### src/rtl/i2c_target.sv
// 7-bit-address I2C target: oversampled SCL/SDA, START/STOP detection, write bytes to rx_data,
// read bytes requested via tx_req and shifted out MSB-first on an open-drain split SDA.
module i2c_target #(
  parameter logic [6:0]  ADDR        = 7'h55,
  parameter int unsigned SYNC_STAGES = 2
) (
  input  logic       clk,
  input  logic       rst,
  input  logic       scl,
  input  logic       sda_in,
  output logic       sda_out,
  input  logic [7:0] tx_data,
  output logic [7:0] rx_data,
  output logic       rx_valid,
  output logic       tx_req,
  output logic       busy,
  output logic       rw
);

  typedef enum logic [2:0] {
    StIdle, StAddr, StAddrAck, StWrData, StWrAck, StRdData, StRdAck, StWaitStop
  } state_e;

  state_e state_q, state_d;

  logic [SYNC_STAGES-1:0] scl_sync, sda_sync;
  logic scl_s, sda_s, scl_d, sda_d;
  logic scl_rise, scl_fall, start_det, stop_det;

  logic [7:0] sreg_q, sreg_d, rx_data_q, rx_data_d;
  logic [2:0] bit_cnt_q, bit_cnt_d;
  logic       done_q, done_d;
  logic       sda_out_q, sda_out_d, rx_valid_q, rx_valid_d, tx_req_q, tx_req_d;
  logic       busy_q, busy_d, rw_q, rw_d;
  logic [7:0] shift_in;

  always_ff @(posedge clk or negedge rst) begin
    if (!rst) begin
      scl_sync <= '1;
      sda_sync <= '1;
      scl_d    <= 1'b1;
      sda_d    <= 1'b1;
    end else begin
      scl_sync <= {scl_sync[SYNC_STAGES-2:0], scl};
      sda_sync <= {sda_sync[SYNC_STAGES-2:0], sda_in};
      scl_d    <= scl_s;
      sda_d    <= sda_s;
    end
  end

  assign scl_s     = scl_sync[SYNC_STAGES-1];
  assign sda_s     = sda_sync[SYNC_STAGES-1];
  assign scl_rise  = scl_s & ~scl_d;
  assign scl_fall  = ~scl_s & scl_d;
  assign start_det = sda_d & ~sda_s & scl_s;
  assign stop_det  = ~sda_d & sda_s & scl_s;
  assign shift_in  = {sreg_q[6:0], sda_s};

  always_ff @(posedge clk or negedge rst) begin
    if (!rst) state_q <= StIdle;
    else      state_q <= state_d;
  end

  // done_q marks "byte (or read ACK) complete, act on the next scl_fall"
  always_comb begin
    state_d = state_q;
    if (start_det) begin
      state_d = StAddr;
    end else if (stop_det) begin
      state_d = StIdle;
    end else begin
      unique case (state_q)
        StAddr: begin
          if (scl_rise && bit_cnt_q == 3'd7 && shift_in[7:1] != ADDR) state_d = StWaitStop;
          else if (scl_fall && done_q) state_d = StAddrAck;
        end
        StAddrAck, StWrAck: if (scl_fall) state_d = rw_q ? StRdData : StWrData;
        StWrData:   if (scl_fall && done_q) state_d = StWrAck;
        StRdData:   if (scl_fall && done_q) state_d = StRdAck;
        StRdAck: begin
          if (scl_rise && sda_s) state_d = StWaitStop;
          else if (scl_fall && done_q) state_d = StRdData;
        end
        default: state_d = state_q;
      endcase
    end
  end

  always_comb begin
    sreg_d     = tx_req_q ? tx_data : sreg_q;
    rx_data_d  = rx_data_q;
    bit_cnt_d  = bit_cnt_q;
    done_d     = done_q;
    sda_out_d  = sda_out_q;
    rx_valid_d = 1'b0;
    tx_req_d   = 1'b0;
    busy_d     = busy_q;
    rw_d       = rw_q;
    if (start_det || stop_det) begin
      bit_cnt_d = 3'd0;
      done_d    = 1'b0;
      sda_out_d = 1'b1;
      busy_d    = 1'b0;
    end else begin
      unique case (state_q)
        StAddr, StWrData, StRdData: begin
          if (scl_rise) begin
            bit_cnt_d = bit_cnt_q + 3'd1;
            if (state_q != StRdData) sreg_d = shift_in;
            if (bit_cnt_q == 3'd7) begin
              done_d = 1'b1;
              if (state_q == StAddr) begin
                if (shift_in[7:1] == ADDR) begin
                  rw_d     = shift_in[0];
                  busy_d   = 1'b1;
                  tx_req_d = shift_in[0];
                end else begin
                  done_d = 1'b0;
                end
              end
              if (state_q == StWrData) begin
                rx_data_d  = shift_in;
                rx_valid_d = 1'b1;
              end
            end
          end else if (scl_fall) begin
            if (done_q) begin
              done_d    = 1'b0;
              sda_out_d = (state_q == StRdData);
            end else if (state_q == StRdData) begin
              sreg_d    = {sreg_q[6:0], 1'b0};
              sda_out_d = sreg_q[6];
            end
          end
        end
        StAddrAck, StWrAck: if (scl_fall) sda_out_d = rw_q ? sreg_q[7] : 1'b1;
        StRdAck: begin
          if (scl_rise) begin
            if (!sda_s) begin
              tx_req_d = 1'b1;
              done_d   = 1'b1;
            end else begin
              busy_d = 1'b0;
            end
          end else if (scl_fall && done_q) begin
            done_d    = 1'b0;
            sda_out_d = sreg_q[7];
          end
        end
        default: sda_out_d = 1'b1;
      endcase
    end
  end

  always_ff @(posedge clk or negedge rst) begin
    if (!rst) begin
      sreg_q     <= 8'h00;
      rx_data_q  <= 8'h00;
      bit_cnt_q  <= 3'd0;
      done_q     <= 1'b0;
      sda_out_q  <= 1'b1;
      rx_valid_q <= 1'b0;
      tx_req_q   <= 1'b0;
      busy_q     <= 1'b0;
      rw_q       <= 1'b0;
    end else begin
      sreg_q     <= sreg_d;
      rx_data_q  <= rx_data_d;
      bit_cnt_q  <= bit_cnt_d;
      done_q     <= done_d;
      sda_out_q  <= sda_out_d;
      rx_valid_q <= rx_valid_d;
      tx_req_q   <= tx_req_d;
      busy_q     <= busy_d;
      rw_q       <= rw_d;
    end
  end

  assign sda_out  = sda_out_q;
  assign rx_data  = rx_data_q;
  assign rx_valid = rx_valid_q;
  assign tx_req   = tx_req_q;
  assign busy     = busy_q;
  assign rw       = rw_q;

endmodule

### config.mk
export PLATFORM = sky130hd
export DESIGN_NAME = i2c_target
export DESIGN_NICKNAME = d
export VERILOG_FILES = /design/src/rtl/i2c_target.sv
export SDC_FILE = /design/constraint.sdc
export NUM_CORES = 1
export LEC_CHECK = 0
export ABC_AREA = 1
export CAP_MARGIN = 20
export CORE_ASPECT_RATIO = 0.7
export CORE_MARGIN = 4
export CORE_UTILIZATION = 30
export DETAILED_ROUTE_END_ITERATION = 8
export PLACE_DENSITY_LB_ADDON = 0.15
export SYNTH_ARGS = -nofsm -noshare
export SYNTH_HDL_FRONTEND = slang
export SYNTH_SLANG_ARGS = --single-unit
### constraint.sdc
create_clock -name clk -period 1.7 [get_ports clk]
set_input_delay 0.17 -clock clk [delete_from_list [all_inputs] [get_ports clk]]
set_output_delay 0.17 -clock clk [all_outputs]
set_load 0.03 [all_outputs]
==> flow_summary.json <==
{
  "setup_slack_ns": 0.0411,
  "critPathLaunchType": "register",
  "max_stage_delay_ns": 0.66,
  "seqPwrFrac_pct": 34.7,
  "yosysWarnings": 0,
  "cp_num_buf_inv": 1,
  "num_vias": 1808,
  "finalCritPeriodShare_pct": 97.6,
  "final_cell_area_um2": 2640,
  "layout_common_cells": "nand2_1, nand3_1, dfrtp_1, clkdlybuf4s50_1, inv_1",
  "hold_class": "input pin to async pin",
  "p_leak_nw": 1.26,
  "p_sw_share_pct": 43.8,
  "coreArea_um2": 6430,
  "syn_area_per_cell_um2": 7.74,
  "slew_headroom_pct": 70.5,
  "syn_inst": 265,
  "nets": 327,
  "tightestPinTransition_ns": 0.442,
  "p_total_mw": 3.51,
  "path_cells": "clkdlybuf4s50_1",
  "cts_hold_buffers": 0,
  "fmax_ghz": 0.603,
  "max-vdd-ir-drop_mv": 0.516,
  "root_buffer": "clkbuf_8",
  "min_period_ns": 1.66,
  "vias_per_cell": 4.49,
  "power.internal_mw": 1.97,
  "drc": 0,
  "path_delay_family": "buffers and inverters",
  "initial_core_util_pct": 31.9,
  "path_clk_slew_ns": 0.08,
  "synth_cell_types": 32,
  "drtIter0Drc": 161,
  "r2r_slack_ns": 0.12,
  "setup_viol": 0,
  "p_per_area_nw_per_um2": 1330,
  "dp_slack_ns": 0.111,
  "cts_tree": "yes",
  "track_usage_pct": 13.6,
  "finalHoldViolations": 0,
  "postPlaceCellArea_um2": 2530,
  "grt_max_degree": 35,
  "cts-htree-levels": 2,
  "synth-main-ff-cell": "dfrtp_1",
  "antenna_cells": 0,
  "worstSetupEndpointType": "primary output",
  "die_w_um": 107,
  "worstPathRequired_ns": 1.53,
  "run_status": "finished clean",
  "clock_latency_ns": 0.29,
  "dieArea_um2": 8250,
  "fin_skew_ns": 0.0107,
  "cts_buffers": 5,
  "synth_edf_count": 0,
  "wirelength_um": 5160,
  "r2r_cells": 9,
  "portBuffers": 24,
  "arrival_ns": 1.49,
  "gr-total-overflow": 0,
  "layout_commonest_cell": "nand2_1",
  "place_hpwl_um": 3970,
  "first_global_vias": 1821,
  "netlist_area_um2": 2050,
  "ys_async_sr_fraction_pct": 100,
  "io_pins": 25,
  "power.share.combinational_pct": 46.5,
  "wl_per_cell_um": 12.8,
  "drive_above_1_share_pct": 23.7,
  "die_y_um": 77.2,
  "clockBufferDepth": 2,
  "grt_pass1_wl_um": 8940,
  "area_delta_synth_final_pct": 28.7,
  "gp_routability_congestion": 0.847,
  "maxCapViolations": 0,
  "worstPathMaxFanout": 2,
  "firstDrtPassIters": 4,
  "p_sw_mw": 1.54,
  "cp_num_cells": 1,
  "clkSinkCount": 34,
  "rows": 24,
  "slew_violations": 0,
  "drtAntennaViolNets": 0,
  "criticalPathCategory": "register to primary output",
  "ys_ff_latch": 34,
  "synth_nets": 281,
  "pwr-share-clk_pct": 18.8,
  "cpMaxStageDelayCell": "clkdlybuf4s50_1",
  "antenna_found_initial": 0,
  "ys_seq_area_share_pct": 41.9
}
[timing repair]
item	4_1_cts	5_1_grt
buffers inserted	0	0
resized for setup	0	6
endpoints found under the hold margin	0	0
setup endpoints to repair	0	4
[cells by family (layout without fill, tap and decap cells)]
| family | after synthesis | in the layout | share of synthesized area (%) |
|---|---|---|---|
| flops | 34 | 34 | 41.9 |
| mux | 1 | 1 | 0.488 |
| simple gates | 159 | 159 | 36.9 |
| buf+inv | 32 | 79 | 7.26 |
| fa+ha+maj | 4 | 4 | 2.44 |
| compound gates | 35 | 35 | 11.0 |
[path summary, 6_finish.rpt]
kind                                       startpoint                endpoint
worst max-delay path              sda_out$_DFFE_PN1P_                 sda_out
worst min-delay path                              rst     sreg_q[4]$_DFF_PN0_
worst max register to register  scl_sync[1]$_DFF_PN1_  state_q[1]$_DFFE_PN0P_
worst min register to register  sda_sync[0]$_DFF_PN1_   sda_sync[1]$_DFF_PN1_
max in group asynchronous                         rst         sda_d$_DFF_PN1_
min in group clk                                  scl   scl_sync[0]$_DFF_PN1_
[metal layers]
layer | GRT usage (%) | wire length, um | vias up
li1 | - | - | 943
met1 | 21.8 | 2840 | 813
met2 | 17.9 | 1940 | 46
met3 | 3.19 | 325 | 6
met4 | 3.07 | 53 | 0
met5 | 0 | 0 | -
[final cells by class]
cell class                      count  area (um2)
Fill cell                         685        3780
Multi-Input combinational cell    199        1060
Sequential cell                    34         862
Timing Repair Buffer               45         410
Tap cell                           91         114
Inverter                           26         100
Clock buffer                        6        82.6
Clock inverter                      2        16.3
[cell usage after synthesis (2+ instances only)]
library cell  number  area share [%]
nand2_1           85              16
nand3_1           30             7.3
dfrtp_1           27              33
nor2_1            23             4.2
inv_1             22             4.0
o21ai_0           15             3.7
o21ai_2            8             3.4
dfstp_2            7             9.0
a21oi_1            5             1.2
ha_1               4             2.4
nor2_2             4             1.2
buf_4              3             1.1
inv_2              3            0.55
nand2_2            3            0.91
nand3_2            3             1.5
nor2_4             3             1.6
buf_6              2             1.1
nand3_4            2             1.7
nand4_1            2            0.61
o21ai_1            2            0.49
[metrics by stage]
stage / TNS [ns] / util (%) / hold slack (ns) / instances
finish: 0 / 41.1 / 0.280 / 403
global route: -0.0107 / 41.1 / 0.273 / 403
CTS: 0 / 40.9 / 0.267 / 403
detailed placement: 0 / 39.3 / 0.348 / 395
global placement: 0 / 39.3 / 0.346 / 395
floorplan: 0 / - / -0.126 / 265
[worst reg2reg max path: stages, from the launching register on]
cell	delay, ns
dfstp_2	0.55
inv_1	0.05
ha_1	0.22
nand2_1	0.12
inv_1	0.06
nor2_1	0.20
nand2_2	0.12
nand3_2	0.11
nand2_1	0.05
nand2_1	0.06
[flip-flops by register name (all words and copies together) (netlist names)]
register and count:
done_q 1, tx_req 1, sda_d 1, busy 1, state_q 3, bit_cnt_q 3, scl_d 1, rx_valid 1
rx_data 8, rw 1, sda_out 1, sda_sync 2, scl_sync 2, sreg_q 8
[power groups by stage]
stage	clock network (mW)	logic, mW	registers (mW)
floorplan	0	1.18	1.16
global placement	0	1.62	1.22
detailed placement	0	1.61	1.22
CTS	0.694	1.61	1.21
global route	0.716	1.88	1.25
finish	0.659	1.63	1.22
No activity file was read; power rests on OpenSTA's default activity.
